$ cat config.mk
export PLATFORM = sky130hd
export DESIGN_NAME = spi_response_arbiter
export DESIGN_NICKNAME = d
export VERILOG_FILES = /design/src/rtl/spi_response_arbiter_pkg.sv /design/src/rtl/spi_priority_select.sv /design/src/rtl/spi_response_arbiter.sv
export SDC_FILE = /design/constraint.sdc
export NUM_CORES = 1
export LEC_CHECK = 0
export CAP_MARGIN = 20
export CORE_ASPECT_RATIO = 1.5
export CORE_MARGIN = 5
export CORE_UTILIZATION = 36
export DETAILED_ROUTE_END_ITERATION = 7
export GPL_ROUTABILITY_DRIVEN = 0
export GPL_TIMING_DRIVEN = 1
export PLACE_DENSITY = 0.82
export SYNTH_ARGS = -nofsm -noshare
export SYNTH_HDL_FRONTEND = slang
export SYNTH_HIERARCHICAL = 1
export SYNTH_SLANG_ARGS = --single-unit
export TNS_END_PERCENT = 30
$ cat constraint.sdc
create_clock -name clock_in -period 3.03 [get_ports clock_in]
set_input_delay 0.606 -clock clock_in [delete_from_list [all_inputs] [get_ports clock_in]]
set_output_delay 0.606 -clock clock_in [all_outputs]
set_load 0.005 [all_outputs]
$ cat src/rtl/spi_response_arbiter_pkg.sv
// Shared types and constants for the SPI response arbiter.
// The TIMEOUT state exists only when SPI_RESPONSE_TIMEOUT_EN is defined.
package spi_response_arbiter_pkg;

`ifdef SPI_RESPONSE_TIMEOUT_EN
    typedef enum logic [1:0] {S_IDLE, S_WAIT, S_HOLD, S_TIMEOUT} state_e;
`else
    typedef enum logic [1:0] {S_IDLE, S_WAIT, S_HOLD} state_e;
`endif

    localparam logic [7:0] NO_RESPONSE_BYTE   = 8'hFF;
    localparam logic [7:0] IDLE_RESPONSE_BYTE = 8'h00;

endpackage

$ cat src/rtl/spi_priority_select.sv
// Fixed-priority (lowest index wins) one-hot selector with a multiple-request flag.
module spi_priority_select #(
    parameter int NUM_REQ = 3
) (
    input  logic [NUM_REQ-1:0] req_in,
    output logic [NUM_REQ-1:0] grant_out,
    output logic               multi_out
);

    logic found;

    always_comb begin
        grant_out = '0;
        multi_out = 1'b0;
        found     = 1'b0;
        for (int i = 0; i < NUM_REQ; i++) begin
            if (req_in[i]) begin
                if (found) begin
                    multi_out = 1'b1;
                end else begin
                    grant_out[i] = 1'b1;
                    found        = 1'b1;
                end
            end
        end
    end

endmodule

$ cat src/rtl/spi_response_arbiter.sv
// Arbitrates per-responder SPI response bytes onto one path, one owner per transaction.
// Optional response timeout enabled by defining SPI_RESPONSE_TIMEOUT_EN.
module spi_response_arbiter
    import spi_response_arbiter_pkg::*;
#(
    parameter int NUM_REQ        = 3,
    parameter int TIMEOUT_CYCLES = 64
) (
    input  logic                   clock_in,
    input  logic                   reset_in,
    input  logic [7:0]             opcode_in,
    input  logic                   opcode_valid_in,
    input  logic [8*NUM_REQ-1:0]   response_in,
    input  logic [NUM_REQ-1:0]     response_valid_in,
    output logic [7:0]             response_out,
    output logic                   response_valid_out,
    output logic [NUM_REQ-1:0]     grant_out,
    output logic                   collision_out,
    output logic                   timeout_out
);

    state_e               state_q, state_d;
    logic [7:0]           response_q, response_d;
    logic                 valid_q, valid_d;
    logic [NUM_REQ-1:0]   grant_q, grant_d;
    logic                 collision_q, collision_d;
    logic                 seen_low_q, seen_low_d;
    logic [NUM_REQ-1:0]   pick;
    logic                 multi;
    logic [7:0]           sel_byte;
    logic                 sel_valid;
    logic                 unused_opcode;

    // Opcode is carried on the interface for the peripheral; arbitration ignores it.
    assign unused_opcode = ^opcode_in;

`ifdef SPI_RESPONSE_TIMEOUT_EN
    localparam int CW = $clog2(TIMEOUT_CYCLES + 1);
    logic [CW-1:0] cnt_q, cnt_d;
    logic          timeout_q, timeout_d;
    assign timeout_out = timeout_q;
`else
    localparam int unused_timeout = TIMEOUT_CYCLES;
    assign timeout_out = 1'b0;
`endif

    spi_priority_select #(.NUM_REQ(NUM_REQ)) u_select (
        .req_in    (response_valid_in),
        .grant_out (pick),
        .multi_out (multi)
    );

    always_comb begin
        sel_byte  = '0;
        sel_valid = 1'b0;
        for (int i = 0; i < NUM_REQ; i++) begin
            if (grant_q[i]) begin
                sel_byte  = response_in[8*i +: 8];
                sel_valid = response_valid_in[i];
            end
        end
    end

    always_comb begin
        state_d     = state_q;
        response_d  = IDLE_RESPONSE_BYTE;
        valid_d     = 1'b0;
        grant_d     = '0;
        collision_d = 1'b0;
        // A transaction may only start after opcode_valid_in has been low for a cycle.
        seen_low_d  = !opcode_valid_in;
`ifdef SPI_RESPONSE_TIMEOUT_EN
        cnt_d       = cnt_q;
        timeout_d   = 1'b0;
`endif
        case (state_q)
            S_IDLE: begin
                if (opcode_valid_in && seen_low_q) begin
                    state_d = S_WAIT;
`ifdef SPI_RESPONSE_TIMEOUT_EN
                    cnt_d   = '0;
`endif
                end
            end
            S_WAIT: begin
                if (!opcode_valid_in) begin
                    state_d = S_IDLE;
                end else if (|response_valid_in) begin
                    state_d     = S_HOLD;
                    grant_d     = pick;
                    collision_d = multi;
`ifdef SPI_RESPONSE_TIMEOUT_EN
                end else if (cnt_q == CW'(TIMEOUT_CYCLES - 1)) begin
                    state_d    = S_TIMEOUT;
                    timeout_d  = 1'b1;
                    response_d = NO_RESPONSE_BYTE;
                    valid_d    = 1'b1;
                end else begin
                    cnt_d = (cnt_q == CW'(TIMEOUT_CYCLES)) ? cnt_q : cnt_q + 1'b1;
`endif
                end
            end
            S_HOLD: begin
                if (!opcode_valid_in) begin
                    state_d = S_IDLE;
                end else begin
                    grant_d    = grant_q;
                    response_d = sel_byte;
                    valid_d    = sel_valid;
                end
            end
`ifdef SPI_RESPONSE_TIMEOUT_EN
            S_TIMEOUT: begin
                if (!opcode_valid_in) begin
                    state_d = S_IDLE;
                end else begin
                    response_d = NO_RESPONSE_BYTE;
                    valid_d    = 1'b1;
                end
            end
`endif
            default: state_d = S_IDLE;
        endcase
    end

    always_ff @(posedge clock_in) begin
        if (reset_in) begin
            state_q     <= S_IDLE;
            response_q  <= IDLE_RESPONSE_BYTE;
            valid_q     <= 1'b0;
            grant_q     <= '0;
            collision_q <= 1'b0;
            seen_low_q  <= 1'b0;
`ifdef SPI_RESPONSE_TIMEOUT_EN
            cnt_q       <= '0;
            timeout_q   <= 1'b0;
`endif
        end else begin
            state_q     <= state_d;
            response_q  <= response_d;
            valid_q     <= valid_d;
            grant_q     <= grant_d;
            collision_q <= collision_d;
            seen_low_q  <= seen_low_d;
`ifdef SPI_RESPONSE_TIMEOUT_EN
            cnt_q       <= cnt_d;
            timeout_q   <= timeout_d;
`endif
        end
    end

    assign response_out       = response_q;
    assign response_valid_out = valid_q;
    assign grant_out          = grant_q;
    assign collision_out      = collision_q;

endmodule

# --- Word level (Yosys, flattened, before mapping) ---
# Cells that the tools add are included.
# W data, S select, Z words.
op_classes:
  n_mux: 25
  reduce_logical: 7
  bitwise: 4
  n_eq_ne: 5
op_table:
  columns: ["operator", "count"]
  rows:
  - ["$mux W8", 3]
  - ["$mux W1", 13]
  - ["$mux W3", 3]
  - ["$mux W2", 4]
  - ["$pmux W2 S3", 1]
  - ["$pmux W3 S2", 1]
  - ["$reduce_or A3 Y1", 2]
  - ["$ne A2 B2 Y1 const B", 2]
  - ["$not A1 Y1", 4]
  - ["$reduce_or A4 Y1", 1]
  - ["$ne A3 B3 Y1 const B", 1]
  - ["$reduce_and A3 Y1", 1]
  - ["$eq A2 B1 Y1 const B", 1]
  - ["$eq A2 B2 Y1 const B", 1]
  - ["$logic_not A2 Y1", 1]
  - ["$logic_and A1 B1 Y1", 1]
  - ["$logic_not A1 Y1", 1]
word_totals:
  out_inout_bits: 14
  register_bits: 16
  input_bits: 38
  elab_cells: 47

# --- Logic depth before layout (Yosys ltp) ---
depth:
  ltp_word: 7
  depth_mapped: 4
  ltp_nobuf: 3

# --- Hierarchy ---
# Netlist, hierarchy kept.
modules_own_cells:
  columns: ["module", "cells_each", "n_inst", "seq_area_each_um2", "area_each_um2"]
  rows:
  - ["spi_response_arbiter", 66, 1, 320.3, 711.9]
  - ["spi_priority_select", 4, 1, 0.0, 32.5]

# --- Worst setup path after synthesis ---
# Ideal clock, no wire load.
synth_path:
  path_type: "input to register"
  startpoint: "input port reset_in"
  endpoint: "register response_q[0] (netlist: response_out[0])"
  arrival_ps: 1260
  stages: 4
  t_required_ps: 2957
  slack_ps: 1697
  setup_time_ps: 73
  n_path_buf: 1
  path_cell_list: "nand2b_4 -> or2_0 -> buf_6 -> nor3_2"
synth_via:
  elab_chain_len: 1
synth_lines:
  columns: ["item", "line", "source"]
  rows:
  - ["from (decl)", "spi_response_arbiter.sv:10", "input logic reset_in,"]
  - ["$reduce_or A3 Y1 (no source line)", null, null]
  - ["to (signal assigned)", "spi_response_arbiter.sv:140", "response_q <= response_d;"]
  - ["to (decl)", "spi_response_arbiter.sv:23", "logic [7:0] response_q, response_d;"]
# No other way between the ends.
# A chain may end at the register's enable or synchronous reset.

# --- Final worst setup path ---
layout_path:
  startpoint: "register grant_q[2] (netlist: grant_out[2])"
  endpoint: "output port grant_out[2]"
layout_rtl:
  columns: ["item", "line", "source"]
  rows:
  - ["from (decl)", "spi_response_arbiter.sv:25", "logic [NUM_REQ-1:0] grant_q, grant_d;"]
  - ["from (signal assigned)", "spi_response_arbiter.sv:142", "grant_q <= grant_d;"]
  - ["to (decl)", "spi_response_arbiter.sv:17", "output logic [NUM_REQ-1:0] grant_out,"]
# No word-level cell between the ends.

==> reports/metrics.cfg <==
[status]
status = finished clean

[global_route]
track_usage_pct = 13.3
grt_pass1_vias = 709
antenna_found_initial = 0
overflow = 0
grt_max_degree = 21
grt_first_pass_wirelength_um = 2980

[worst_setup_path]
setup.worst_path.start_class = register
required_ns = 2.42
critPathMaxFanout = 20
endpoint_kind = output port
slowest_stage = dfxtp_1
path_class = reg2out
rrSetupSlack_ns = 1.44
path_delay_family = flip-flops
cp_slowest_stage_delay_ns = 0.71
r2r_cells = 3
arrival_ns = 1.60
crit_chain = clkdlybuf4s50_1
worst-path-buf-inv = 1
r2r_end = response_out[7]$_SDFF_PP0_
r2r_start = grant_out[1]$_SDFFE_PP0P_

[clock_tree]
ctsHtreeMaxLevel = 1
cts_tree = built
post_cts_buffers = 0
cts_hold_buf = 0
cts_num_sinks = 16
cts-root-buf = clkbuf_4
cts.clk_slew.worst_paths_ns = 0.09
cts_buffer_depth = 2
cts_made_buffers = 3
cts.repair.resized = 0
insertion_delay_ns = 0.28

[synth]
synth-seq-cells = 16
avgSynthCellArea_um2 = 10.6
synth_nets = 108
synth_top_flop_cell = dfxtp_1
syn_inst = 70
synth_edf_count = 0
yosysMostFrequentCell = dfxtp_1
seq_area_frac_synth_pct = 43.0
synth_top_cell_area_share_pct = 43.0
synthTopCellsByArea = dfxtp_1 (43%), nor3_2 (13%), a221oi_1 (11%), nor2b_1 (9.2%), a22o_1 (3.5%)
async_flop_share_pct = 0
netlist_area_um2 = 744
ys_warn_count = 6
yosysUniqueCellTypes = 22
yosys.area.top_type = dfxtp_1
synthTopCellsByCount = dfxtp_1 (16), nor2b_1 (11), nor3_2 (10)

[floorplanning]
dieArea_um2 = 3100
core_um2 = 2000
fp.dieH_um = 65.7
num_rows = 20
ios = 52
die_width_um = 47.1
start_util_pct = 37.2

[drt]
drc = 0
drt-initial-drc-count = 4
firstDrtPassIters = 2
antenna_left = 0
drt_wl_total_um = 1900
wire_per_inst_um = 14.6
avgViaCountPerCell = 5.13
vias = 667

[worst_hold_path]
whs_endpoint = state_q[0]$_SDFFE_PP0P_
hold_depth = 1
hp-class = reg2reg
min-delay-start = state_q[1]$_SDFFE_PP0P_

[final_layout]
drive_above_1_share_pct = 14.8
antenna_cells = 0
fillCellCount = 183
instances_no_fill = 130
area_growth_pct = 57.3
nNetsFinal = 148
utilization_pct = 58.5

[power_and_ir_drop]
ir_worst_vdd_mv = 0.185
p_leak_uw = 0.000376
cellPowerDensity_nw_per_um2 = 317

[place]
dp_cells = 127
numPortBuffers = 42
dpl.hpwl_um = 1480

[timing]
fmax_ghz = 0.454
tightest_slew_ns = 0.787
finClkSkew_ns = 0.00609
rsz0062_at_grt = no
max-slew-margin-rel_pct = 47.6
fin_setup_tns_ns = 0
slew_viol_final = 0
min_period_ns = 2.20
finalCritPeriodShare_pct = 72.7
finalSetupViolCount = 0
hold_viol = 0

[job]
maxCapViolCount = 0

flip-flops by register name, summed over array words and instances (netlist names):
name                cells
response_out            8
grant_out               3
state_q                 2
collision_out           1
response_valid_out      1
seen_low_q              1
metrics by stage:
| stage | worst slack (ns) | hold slack (ns) | total power, µW | area, µm² |
|---|---|---|---|---|
| finish | 0.828 | 0.515 | 371 | 1170 |
| global route | 0.725 | 0.552 | 393 | 1170 |
| CTS | 0.821 | 0.512 | 375 | 1170 |
| detailed placement | 0.897 | 0.486 | 268 | 1150 |
| global placement | 0.867 | 0.478 | 267 | 1150 |
| floorplan | 1.70 | 0.459 | 228 | 744 |
placed cells by master, fill, tap and decap left out, drive strengths merged:
master | synthesis | routed
a21oi | 1 | 1
nor2 | 2 | 2
or2 | 1 | 1
mux2i | 1 | 1
or3b | 1 | 1
and2 | 1 | 1
dfxtp | 16 | 16
nor2b | 11 | 11
nor4b | 1 | 1
clkbuf | 2 | 3
nor3 | 11 | 11
clkdlybuf4s50 | 0 | 42
nand2b | 2 | 2
a22o | 3 | 3
a221oi | 9 | 9
conb | 1 | 1
maj3 | 1 | 1
nor3b | 1 | 1
worst max path at each step:
| stage | from | end | slack, ns | depth (start not counted) |
|---|---|---|---|---|
| after floorplan | reset_in | response_out[0]$_SDFF_PP0_ | 1.70 | 4 |
| after global placement | reset_in | response_valid_out$_SDFF_PP0_ | 0.87 | 4 |
| after detailed placement | reset_in | response_out[6]$_SDFF_PP0_ | 0.90 | 4 |
| after CTS | grant_out[2]$_SDFFE_PP0P_ | grant_out[2] | 0.82 | 1 |
| after global routing | grant_out[2]$_SDFFE_PP0P_ | grant_out[2] | 0.73 | 1 |
| final | grant_out[2]$_SDFFE_PP0P_ | grant_out[2] | 0.83 | 1 |
worst register-to-register path: cells and delay by family (launching register included):
kind,cells,cell delay [ns]
simple gates,2,0.85
flops,1,0.46
compound gates,1,0.22
report_power, final:
group	internal, µW	switching [µW]	total [µW]
sequential	212	1.05	213
clock	46.0	62.2	108
combinational	37.8	12.8	50.6
total	295	76.1	371
layout make-up:
| class | instances | area, µm² | share of cell area [%] |
|---|---|---|---|
| multi-input cells | 47 | 380 | 32.5 |
| flip-flops and latches | 16 | 320 | 27.4 |
| repair buffers | 42 | 420 | 35.9 |
| well taps | 22 | 27.5 | 2.35 |
| clock buffers | 3 | 22.5 | 1.92 |
per-layer routing:
metal	wire, µm	global-route usage [%]	part of all wire, %
met2	1050	26.2	55
met1	651	11.7	34
met3	167	3.01	8.8
met4	25	5.19	1.3
met5	0	0	0
cells by family (layout without fill, tap and decap cells):
logic type,Yosys count,in the layout,synth area share [%]
AND/OR/NAND/NOR,31,31,32.9
flip-flops,16,16,43.0
AO/OA/AOI/OAI,13,13,14.8
buffers and inverters,7,45,5.88
adder cells (fa/ha/maj),1,1,1.51
other,1,1,0.504
multiplexers,1,1,1.34
Note: power is estimated with default switching activity, not from simulation.
